`src/rtl/atom_mem_arbiter.sv`:
```
// atom_mem_arbiter
// Shares the single-port system RAM/ROM array between the Atom CPU bus and the
// HPS download path that writes a utility image into paged-ROM slot 7.
// The CPU wins arbitration. Download bytes wait in a small FIFO and are written
// in idle slots. A starvation counter forces one download write when the FIFO
// has been full for too long. CPU writes to ROM-mapped addresses are dropped,
// but they still complete with an acknowledge.
module atom_mem_arbiter #(
  parameter int                ADDR_W       = 18,
  parameter logic [ADDR_W-1:0] DL_BASE      = 18'h17000,
  parameter int                DL_SIZE      = 4096,
  parameter int                FIFO_DEPTH   = 4,
  parameter int                STARVE_LIMIT = 8
) (
  input  logic              clk_42,
  input  logic              reset,
  input  logic              cpu_req,
  input  logic              cpu_we,
  input  logic              cpu_rom,
  input  logic [ADDR_W-1:0] cpu_addr,
  input  logic [7:0]        cpu_wdata,
  output logic [7:0]        cpu_rdata,
  output logic              cpu_ack,
  input  logic              dl_en,
  input  logic              dl_wr,
  input  logic [24:0]       dl_addr,
  input  logic [7:0]        dl_data,
  output logic              dl_full,
  output logic              dl_overflow,
  output logic              dl_done,
  output logic [ADDR_W-1:0] mem_addr,
  output logic              mem_we,
  output logic [7:0]        mem_din,
  input  logic [7:0]        mem_dout
);

  localparam int OFF_W = $clog2(DL_SIZE);
  localparam int PTR_W = $clog2(FIFO_DEPTH);
  localparam int CW    = PTR_W + 1;
  localparam int SW    = $clog2(STARVE_LIMIT + 1);

  localparam logic [1:0] IDLE      = 2'd0;
  localparam logic [1:0] CPU_ISSUE = 2'd1;
  localparam logic [1:0] CPU_DATA  = 2'd2;
  localparam logic [1:0] DL_ISSUE  = 2'd3;

  logic [1:0]        state;
  logic              cpu_pend;
  logic              pend_we;
  logic              pend_rom;
  logic [ADDR_W-1:0] pend_addr;
  logic [7:0]        pend_wdata;
  logic [SW-1:0]     starve_cnt;

  logic [OFF_W-1:0]  fifo_off [FIFO_DEPTH];
  logic [7:0]        fifo_dat [FIFO_DEPTH];
  logic [PTR_W-1:0]  wr_ptr;
  logic [PTR_W-1:0]  rd_ptr;
  logic [CW-1:0]     fifo_count;
  logic [CW-1:0]     count_next;
  logic              dl_en_q;
  logic              dl_seen;

  logic              pending;
  logic              starved;
  logic              fifo_empty;
  logic              grant_cpu;
  logic              grant_dl;
  logic              in_range;
  logic              push;
  logic              reject;
  logic              done_cond;
  logic              sel_we;
  logic              sel_rom;
  logic [ADDR_W-1:0] sel_addr;
  logic [7:0]        sel_wdata;

  // A request arriving this cycle is used directly so that an idle arbiter does not lose a cycle.
  always_comb begin
    pending    = cpu_pend | cpu_req;
    sel_we     = cpu_req ? cpu_we    : pend_we;
    sel_rom    = cpu_req ? cpu_rom   : pend_rom;
    sel_addr   = cpu_req ? cpu_addr  : pend_addr;
    sel_wdata  = cpu_req ? cpu_wdata : pend_wdata;
    fifo_empty = (fifo_count == '0);
    starved    = dl_full & (starve_cnt == SW'(STARVE_LIMIT));
    grant_cpu  = (state == IDLE) & pending & ~starved;
    grant_dl   = (state == IDLE) & ~grant_cpu & ~fifo_empty;
    in_range   = (dl_addr < 25'(DL_SIZE));
    push       = dl_wr & dl_en & ~dl_full & in_range;
    reject     = dl_wr & dl_en & (dl_full | ~in_range);
    done_cond  = dl_seen & ~dl_en & fifo_empty & (state == IDLE);
    case ({push, grant_dl})
      2'b10:   count_next = fifo_count + CW'(1);
      2'b01:   count_next = fifo_count - CW'(1);
      default: count_next = fifo_count;
    endcase
  end

  // The main sequencer. It owns the array port, the CPU completion and the starvation count.
  always_ff @(posedge clk_42) begin
    if (reset) begin
      state      <= IDLE;
      mem_addr   <= '0;
      mem_we     <= 1'b0;
      mem_din    <= '0;
      cpu_ack    <= 1'b0;
      cpu_rdata  <= '0;
      starve_cnt <= '0;
    end else begin
      cpu_ack <= 1'b0;
      case (state)
        IDLE: begin
          if (grant_cpu) begin
            state      <= CPU_ISSUE;
            mem_addr   <= sel_addr;
            mem_din    <= sel_wdata;
            mem_we     <= sel_we & ~sel_rom;
            starve_cnt <= dl_full ? starve_cnt + SW'(1) : '0;
          end else if (grant_dl) begin
            state      <= DL_ISSUE;
            mem_addr   <= DL_BASE + ADDR_W'(fifo_off[rd_ptr]);
            mem_din    <= fifo_dat[rd_ptr];
            mem_we     <= 1'b1;
            starve_cnt <= '0;
          end else begin
            mem_we <= 1'b0;
          end
        end
        CPU_ISSUE: begin
          state  <= CPU_DATA;
          mem_we <= 1'b0;
        end
        CPU_DATA: begin
          state     <= IDLE;
          cpu_rdata <= mem_dout;
          cpu_ack   <= 1'b1;
        end
        default: begin
          state  <= IDLE;
          mem_we <= 1'b0;
        end
      endcase
    end
  end

  // Hold a CPU request that could not be served at once, together with its attributes.
  always_ff @(posedge clk_42) begin
    if (reset) begin
      cpu_pend   <= 1'b0;
      pend_we    <= 1'b0;
      pend_rom   <= 1'b0;
      pend_addr  <= '0;
      pend_wdata <= '0;
    end else begin
      cpu_pend <= pending & ~grant_cpu;
      if (cpu_req) begin
        pend_we    <= cpu_we;
        pend_rom   <= cpu_rom;
        pend_addr  <= cpu_addr;
        pend_wdata <= cpu_wdata;
      end
    end
  end

  // FIFO storage. It has no reset because only the pointers decide what is valid.
  always_ff @(posedge clk_42) begin
    if (push) begin
      fifo_off[wr_ptr] <= dl_addr[OFF_W-1:0];
      fifo_dat[wr_ptr] <= dl_data;
    end
  end

  // FIFO pointers and occupancy. The registered full flag follows the next count.
  always_ff @(posedge clk_42) begin
    if (reset) begin
      wr_ptr     <= '0;
      rd_ptr     <= '0;
      fifo_count <= '0;
      dl_full    <= 1'b0;
    end else begin
      if (push)     wr_ptr <= wr_ptr + PTR_W'(1);
      if (grant_dl) rd_ptr <= rd_ptr + PTR_W'(1);
      fifo_count <= count_next;
      dl_full    <= (count_next == CW'(FIFO_DEPTH));
    end
  end

  // Download status. The overflow flag is sticky until a new session starts.
  // The done pulse fires once the session has closed and everything has been written.
  always_ff @(posedge clk_42) begin
    if (reset) begin
      dl_en_q     <= 1'b0;
      dl_seen     <= 1'b0;
      dl_overflow <= 1'b0;
      dl_done     <= 1'b0;
    end else begin
      dl_en_q <= dl_en;
      dl_done <= done_cond;
      if (dl_en)          dl_seen <= 1'b1;
      else if (done_cond) dl_seen <= 1'b0;
      if (reject)                 dl_overflow <= 1'b1;
      else if (dl_en & ~dl_en_q)  dl_overflow <= 1'b0;
    end
  end

endmodule
```
`config.mk`:
```
export PLATFORM = sky130hd
export DESIGN_NAME = atom_mem_arbiter
export DESIGN_NICKNAME = d
export VERILOG_FILES = /design/src/rtl/atom_mem_arbiter.sv
export SDC_FILE = /design/constraint.sdc
export NUM_CORES = 1
export LEC_CHECK = 0
export ABC_AREA = 1
export CORE_MARGIN = 5
export CORE_UTILIZATION = 54
export DETAILED_ROUTE_END_ITERATION = 8
export PLACE_DENSITY = 0.76
export SYNTH_ARGS = -nofsm -noshare
export SYNTH_HDL_FRONTEND = slang
export SYNTH_SLANG_ARGS = --single-unit
```
`constraint.sdc`:
```
create_clock -name clk_42 -period 3.4 [get_ports clk_42]
set_clock_uncertainty 0.05 [all_clocks]
set_input_delay 0.68 -clock clk_42 [delete_from_list [all_inputs] [get_ports clk_42]]
set_output_delay 0.68 -clock clk_42 [all_outputs]
set_load 0.005 [all_outputs]
```
# After elaboration in Yosys (flattened, before gate mapping)
# Memories as Yosys holds them, arrays and structs flattened. A register that Yosys moved wholly into a read port is not among the register bits.
# Cells that the tools add are included.
[word_totals]
regBits = 83
mem_bits_rw = 80
input_bits = 74
output_inout_bits = 39
word_cells = 96
memories = 2
[memory_table]
columns = ["memory", "words", "word_bits", "read_ports", "rd_clocked_by_memory_dff", "write_ports", "line", "text"]
rows = [
  ["fifo_off", 4, 12, 1, 1, 1, "55", "logic [OFF_W-1:0] fifo_off [FIFO_DEPTH];"],
  ["fifo_dat", 4, 8, 1, 1, 1, "56", "logic [7:0] fifo_dat [FIFO_DEPTH];"],
]
[op_classes]
n_addsub = 6
n_lt_le_gt_ge = 1
n_eq_ne = 7
n_mux = 29
bitwise = 25
reduce_logical = 6
[op_table]
columns = ["cell", "count"]
rows = [
  ["two-way mux 18 bit", 3],
  ["< comparator 25 x 13 -> 1 bit (second input constant)", 1],
  ["two-way mux 8 bit", 3],
  ["adder 17 x 12 -> 18 bit (first input constant)", 1],
  ["AND 1 bit", 15],
  ["two-way mux 2 bit", 6],
  ["two-way mux 4 bit", 3],
  ["two-way mux 1 bit", 11],
  ["NOT 1 bit", 8],
  ["one-hot mux 3 bit (2 select lines)", 1],
  ["nonzero test 2 bit", 3],
  ["adder 2 x 1 -> 2 bit (second input constant)", 2],
  ["adder 4 x 1 -> 4 bit (second input constant)", 1],
  ["equality test 2 x 1 -> 1 bit (second input constant)", 2],
  ["equality test 2 bit (second input constant)", 2],
  ["equality test 4 bit (second input constant)", 1],
  ["one-hot mux 2 bit (2 select lines)", 1],
  ["adder 3 x 1 -> 3 bit (second input constant)", 1],
  ["equality test 3 bit (second input constant)", 1],
  ["zero test 3 bit", 1],
  ["inequality test 3 bit (second input constant)", 1],
  ["subtractor 3 x 1 -> 3 bit (second input constant)", 1],
  ["zero test 2 bit", 1],
  ["bitwise OR 1 bit", 2],
  ["other kinds (2)", 2],
]

# Longest topological paths before layout
# Gate-level depths: netlist (run 1).
[logic_depth]
word_depth = 10
ltp_mapped = 16
depth_no_buf = 16

# Worst setup path after synthesis (run 1)
# OpenSTA, ideal clock, no wires.
[synth_timing]
path_type = "input port to flip-flop"
startpoint = "in dl_addr[22]"
endpoint = "mem fifo_dat[0][0], enable pin"
setup_time_ns = 0.397
arrival_time_ns = 2.118
t_required_ns = 2.953
slack_ns = 0.836
stages = 4
path_buffers = 0
path_cell_list = "or2_0 > nor2_2 > nand3_2 > nor2_1"
[synth_between]
elab_chain_len = 4
[synth_lines]
columns = ["element", "line", "text"]
rows = [
  ["from (decl)", "26", "input logic [24:0] dl_addr,"],
  ["< comparator 25 x 13 -> 1 bit", "89", "in_range = (dl_addr < 25'(DL_SIZE));"],
  ["AND 1 bit", "90", "push = dl_wr & dl_en & ~dl_full & in_range;"],
  ["two-way mux 1 bit", "168", "if (push) begin"],
  ["two-way mux 1 bit (not written as such)", "170", "fifo_dat[wr_ptr] <= dl_data;"],
  ["to (decl)", "56", ""],
]
# Every way passes these cells.

# Worst setup path in the final report (run 1)
[layout_timing]
startpoint = "in cpu_req"
endpoint = "reg dl_full"
[layout_between]
elab_chain_len = 9
elab_cells_between_ends = 10
cone_classes = "eq/ne: 3; mux: 1; bitwise: 6"
[layout_lines]
columns = ["element", "line", "text"]
rows = [
  ["from (decl)", "17", "input logic cpu_req,"],
  ["bitwise OR 1 bit (*)", "80", "pending = cpu_pend | cpu_req;"],
  ["AND 1 bit (*) (2 in a row)", "87", "grant_cpu = (state == IDLE) & pending & ~starved;"],
  ["NOT 1 bit (*)", "88", "grant_dl = (state == IDLE) & ~grant_cpu & ~fifo_empty;"],
  ["AND 1 bit (*) (2 in a row)", "88", ""],
  ["via grant_dl", "68", "logic grant_dl;"],
  ["equality test 2 x 1 -> 1 bit or equality test 2 bit (tied branches)", "93", "case ({push, grant_dl})"],
  ["one-hot mux 3 bit (2 select lines) (*)", "93", ""],
  ["equality test 3 bit (*)", "185", "dl_full <= (count_next == CW'(FIFO_DEPTH));"],
  ["to (signal assigned)", "185", ""],
  ["to (decl)", "28", "output logic dl_full,"],
]
# The timed path passes the listed nets; every way through them passes the cells marked *.
# A chain may end at the register's enable or synchronous reset.

==> results.py, run 1 <==
metrics = {
    "clock_tree": {
        "clock_sinks": 165,
        "cts_buffers": 17,
        "hold_buffers": 0,
        "clk_path_buf_depth": 2,
        "cts.htree.levels": 4,
        "post-cts-setup-buffer-count": 0,
        "cts_root_buf": "clkbuf_16",
        "cts_resized": 0,
        "clkLatencyLatePin_ps": 420,
        "path_clk_slew_ps": 60,
        "cts_tree": "built",
    },
    "finish": {
        "fillers": 1003,
        "final_cell_mix": "nand2_1 (243), inv_1 (129), clkdlybuf4s50_1 (112)",
        "final_net_count": 1030,
        "synthToLayoutAreaGrowth_pct": 25.6,
        "n_antenna_cell": 0,
        "drive_gt1_share_pct": 6.14,
        "final_cell_area_um2": 8930,
        "final_cells": 1137,
        "fin_util_pct": 68.3,
        "final_common_cell": "nand2_1",
    },
    "die": {
        "start_util_pct": 54.3,
        "die-area_um2": 15600,
        "die_y_um": 125,
        "num_io_pins": 113,
        "core_area_um2": 13100,
        "die_w_um": 125,
        "num_rows": 42,
    },
    "run_status": {
        "status": "finished, final reports clean",
    },
    "setup_path": {
        "path_class": "input pin to register",
        "slowest_delay_ps": 420,
        "cp.arrival_ps": 2900,
        "critPathRequiredTime_ps": 3700,
        "crit_fanout": 4,
        "r2r_setup_slack_ps": 1000,
        "rr_startpoint": "starve_cnt[0]",
        "start_kind": "input pin",
        "slowest_stage": "clkdlybuf4s50_1",
        "r2r_end": "dl_full",
        "endpoint_kind": "register",
        "cp_cell_sequence": "clkdlybuf4s50_1 > nor2_1 > nor2_4 > nand2_4 > nand2_1 > inv_1 > ha_1 > inv_1 > fa_1 > or2_2 > nand4_1 > nand3_1 > nor2_1",
        "reg2reg_depth": 15,
    },
    "min_path": {
        "hold_path.class": "register to register",
        "min_to": "mem_addr[15]",
        "hold_depth": 2,
        "min_from": "mem_addr[15]",
    },
    "drt": {
        "firstDrtPassIters": 7,
        "drt_wl_total_um": 15300,
        "antenna_left": 0,
        "drt-initial-drc-count": 442,
        "vias_per_cell": 4.90,
        "wl_per_cell_um": 13.5,
        "vias": 5566,
        "drc": 0,
    },
    "sta": {
        "period_share_pct": 76.3,
        "hold_viol": 0,
        "setup_viol": 0,
        "fmax_mhz": 386,
        "setup_ws_ps": 807,
        "whs_ps": 403,
        "rsz0062_at_grt": "false",
        "finalSetupTns_ps": 0,
        "slew_viol_final": 0,
        "tightestPinTransition_ps": 861,
        "relSlewSlack_pct": 42.5,
        "fin_crit_ps": 2590,
    },
    "logic_synthesis": {
        "avgSynthCellArea_um2": 8.44,
        "syn_inst": 842,
        "synth.distinct_cells": 30,
        "synth_compound_area_share_pct": 4.07,
        "yosys_warnings": 0,
        "synth_fa_ha_area_share_pct": 1.51,
        "synth_top_family_by_area": "simple AND/OR/NAND/NOR gates",
        "synth_mux_area_share_pct": 0.704,
        "ys_ff_latch": 165,
        "yosys.area_share.simple_pct": 25.3,
        "syn_nets": 924,
        "seq_area_frac_synth_pct": 57.7,
        "netlist_area_um2": 7110,
        "synth-xor-area-share_pct": 0.493,
    },
    "placement": {
        "post-dp-hpwl_um": 9710,
        "gp_congestion": 0.787,
        "dpl.cell_count": 1105,
        "portBuffers": 112,
        "placed_cell_area_um2": 8330,
        "detailedPlace.worstSlack_ps": 401,
    },
    "flow_run": {
        "drv_cap": 0,
    },
    "global_route": {
        "grt_pass1_wl_um": 25500,
        "globalRouteOverflowTotal": 0,
        "grt_max_degree": 46,
        "antenna_found_initial": 1,
        "grt_pass1_vias": 5328,
        "gr-usage-all-layers_pct": 20.6,
    },
    "pwr": {
        "ir_worst_vdd_mv": 0.420,
        "power.total_mw": 5.48,
        "leakagePower_nw": 4.08,
        "p_per_area_nw_per_um2": 614,
    },
}
[cells by family after synthesis]
logic type / Yosys count
muxes: 5
xor gates and xnor gates: 4
AOI/OAI and AO/OA: 57
DFF: 165
buffers and inverters: 172
adders and majority gates: 8
and+or+nand+nor: 431
[state kept, by name, summed over array words and instances, names as in the netlist, 2 cells and up, named ones only]
| name | flops |
|---|---|
| cpu_rdata | 8 |
| rd_ptr | 2 |
| pend_wdata | 8 |
| fifo_count | 3 |
| mem_addr | 18 |
| starve_cnt | 4 |
| wr_ptr | 2 |
| state | 2 |
| fifo_dat | 32 |
| fifo_off | 48 |
| mem_din | 8 |
| pend_addr | 18 |
[synth_stat cells]
cell type	number	area, µm²
a21oi_1	23	115
a31o_2	1	8.76
buf_1	4	15.0
buf_2	16	80.1
buf_4	3	22.5
buf_6	6	67.6
clkbuf_1	8	30.0
clkinv_1	1	3.75
dfxtp_1	85	1700
edfxtp_1	80	2400
fa_1	1	20.0
ha_1	7	87.6
inv_1	129	484
inv_2	5	18.8
mux2i_1	5	50.1
nand2_1	243	912
nand2_2	1	6.26
nand2_4	3	33.8
nand3_1	75	375
nand3_2	1	10.0
nand3b_1	4	30.0
nand4_1	4	25.0
nor2_1	93	349
nor2_2	2	12.5
nor2_4	3	33.8
o21ai_0	31	155
o21ai_1	2	10.0
or2_0	1	6.26
or2_2	1	6.26
xor2_1	4	35.0
[power breakdown]
part | total (mW) | switching [mW] | internal (mW)
logic | 1.21 | 0.670 | 0.538
registers | 2.34 | 0.0826 | 2.26
clock network | 1.93 | 0.711 | 1.22
[metal layers]
metal  vias up  track usage [%]  wire length (µm)
li1       2825                -                 -
met1      2558             26.8              6930
met2       161             33.2              7240
met3        20             5.45               924
met4         2             7.41               240
met5         -                0                10
[critical path: cells and delay by family]
family / cells / cell delay, ps
adder cells (fa/ha/maj): 2 / 540
AND/OR/NAND/NOR: 8 / 1060
buffers and inverters: 3 / 620
[area by class of cell]
class / count / area (µm²) / area share, %
multi-input combinational: 505 / 2290 / 25.7
timing repair buffer: 124 / 1210 / 13.6
clock buffer: 21 / 440 / 4.93
sequential: 165 / 4100 / 46.0
inverter: 135 / 507 / 5.67
clock inverter: 11 / 156 / 1.75
tap: 176 / 220 / 2.47
[how the worst max path moves through the flow]
stage	startpoint	to	slack [ps]	cells after the start
6_report	cpu_req	dl_full	810	13
3_3_place_gp	cpu_req	fifo_count[2]	440	14
4_1_cts	cpu_req	dl_full	820	13
3_5_place_dp	cpu_req	dl_full	400	14
2_1_floorplan	dl_addr[22]	fifo_dat[0][0]	840	4
5_1_grt	cpu_req	dl_full	600	13
Power figures use the tool's default switching activity.
==> run 2, diff against run 1 <==
==> constraint.sdc (replaced) <==
create_clock -name clk_42 -period 2.7 [get_ports clk_42]
set_clock_uncertainty 0.05 [all_clocks]
set_input_delay 0.54 -clock clk_42 [delete_from_list [all_inputs] [get_ports clk_42]]
set_output_delay 0.54 -clock clk_42 [all_outputs]
set_load 0.005 [all_outputs]
==> run 2 against run 1 <==
  * Combinational power rose by 32%
  * Highest routed layer unchanged
  * Sequential share of layout area fell by 0.76 points
  * Register-to-register slack got worse by 680 ps
  * Die area did not move
  * First-iteration DRC count fell by 19%
  * Final area rose by 1.7%
  * Critical path type unchanged
  * Final cell count rose by 0.70%
  * Sequential power rose by 26%
  * Flip-flop and latch count did not move
==> results.py, run 2 (same netlist as run 1, synthesis figures left out) <==
metrics = {
    "setup_path": {
        "cp.arrival_ps": 2720,
        "crit_fanout": 2,
        "path_class": "input pin to register",
        "critPathRequiredTime_ps": 3010,
        "reg2reg_depth": 15,
        "endpoint_kind": "register",
        "start_kind": "input pin",
    },
    "finish": {
        "drive_gt1_share_pct": 7.22,
        "top_regs": "fifo_off (48), fifo_dat (32)",
        "largest-register": "fifo_off",
        "final_cells": 1145,
        "fin_util_pct": 69.4,
        "final_cell_mix": "nand2_1 (243), inv_1 (129), clkdlybuf4s50_1 (112)",
        "final_net_count": 1038,
        "fillers": 994,
        "largest_reg_flops": 48,
        "final_common_cell": "nand2_1",
        "n_antenna_cell": 0,
        "synthToLayoutAreaGrowth_pct": 27.8,
    },
    "drt": {
        "drt-initial-drc-count": 360,
        "antenna_left": 0,
        "wl_per_cell_um": 14.0,
        "drt_wl_total_um": 16000,
        "firstDrtPassIters": 5,
        "vias": 5648,
        "vias_per_cell": 4.93,
        "drc": 0,
    },
    "pwr": {
        "power.total_mw": 7.02,
        "ir_worst_vdd_mv": 0.475,
        "leakagePower_nw": 4.14,
        "p_per_area_nw_per_um2": 773,
    },
    "run_status": {
        "status": "finished, final reports clean",
    },
    "sta": {
        "relSlewSlack_pct": 45.7,
        "setup_viol": 0,
        "period_share_pct": 89.2,
        "rsz0062_at_grt": "false",
        "fin_crit_ps": 2410,
        "tightestPinTransition_ps": 814,
        "slew_viol_final": 0,
        "hold_viol": 0,
        "fmax_mhz": 415,
    },
    "die": {
        "num_rows": 42,
        "num_io_pins": 113,
        "core_area_um2": 13100,
        "die-area_um2": 15600,
        "die_w_um": 125,
        "die_y_um": 125,
        "start_util_pct": 54.3,
    },
    "clock_tree": {
        "cts.htree.levels": 4,
        "cts_root_buf": "clkbuf_16",
        "clkLatencyLatePin_ps": 420,
        "clk_path_buf_depth": 2,
        "cts_buffers": 17,
        "path_clk_slew_ps": 60,
        "cts_resized": 0,
        "post-cts-setup-buffer-count": 0,
        "clock_sinks": 165,
        "hold_buffers": 0,
        "cts_tree": "built",
    },
    "placement": {
        "gp_congestion": 0.801,
        "post-dp-hpwl_um": 10000,
        "dpl.cell_count": 1113,
        "portBuffers": 112,
    },
    "global_route": {
        "grt.busiest_layer": "met2",
        "use_met3_pct": 5.36,
        "grt_max_degree": 41,
        "gr-usage-all-layers_pct": 20.7,
        "antenna_found_initial": 1,
        "met1_usage_pct": 26.0,
        "grt_pass1_wl_um": 25800,
        "globalRouteOverflowTotal": 0,
        "grt_pass1_vias": 5403,
        "grt_use_met2_pct": 34.6,
    },
    "flow_run": {
        "drv_cap": 0,
    },
    "min_path": {
        "hold_path.class": "register to register",
        "hold_depth": 2,
    },
}
run 2: area by class of cell:
class                   instances  area (µm²)  share of cell area [%]
clock inverters                15         186                    2.05
flip-flops and latches        165        4100                    45.2
inverters                     135         507                    5.58
repair buffers                132        1350                    14.8
well taps                     176         220                    2.42
clock buffers                  17         425                    4.68
multi-input cells             505        2290                    25.2
run 2: path summary, 6_finish.rpt:
path	start	endpoint	slack (ps)
worst max-delay path	cpu_req	dl_full	290
worst max register to register	starve_cnt[0]	dl_full	320
worst min-delay path	mem_addr[17]	mem_addr[17]	400
worst min register to register	mem_addr[17]	mem_addr[17]	400
run 2: per-layer routing:
layer | vias up | wire (µm)
li1 | 2843 | -
met1 | 2575 | 6860
met2 | 201 | 7800
met3 | 27 | 1130
met4 | 2 | 230
met5 | - | 10
run 2: stage by stage:
step                      TNS (ps)  area (µm²)  setup WS (ps)  hold WS [ps]
after global routing             0        9080            148           430
after CTS                        0        9080            303           404
after floorplan                  0        7110            276           382
after detailed placement      -215        8470           -109           390
after global placement       -89.2        8470          -45.1           388
final                            0        9080            292           401
run 2: critical path, stage by stage:
cell and delay, ps:
clkdlybuf4s50_1 420, nor2_1 240, nor2_4 80, nand2_4 60, nand2_1 70, inv_1 80, ha_1 150, inv_1 60
fa_1 380, or2_2 320, nand4_1 90, nand3_1 100, nor2_1 120
run 2: power by group:
part	internal (mW)	switching, mW
Sequential	2.84	0.103
Clock	1.53	0.939
Combinational	0.723	0.881
Total	5.10	1.92
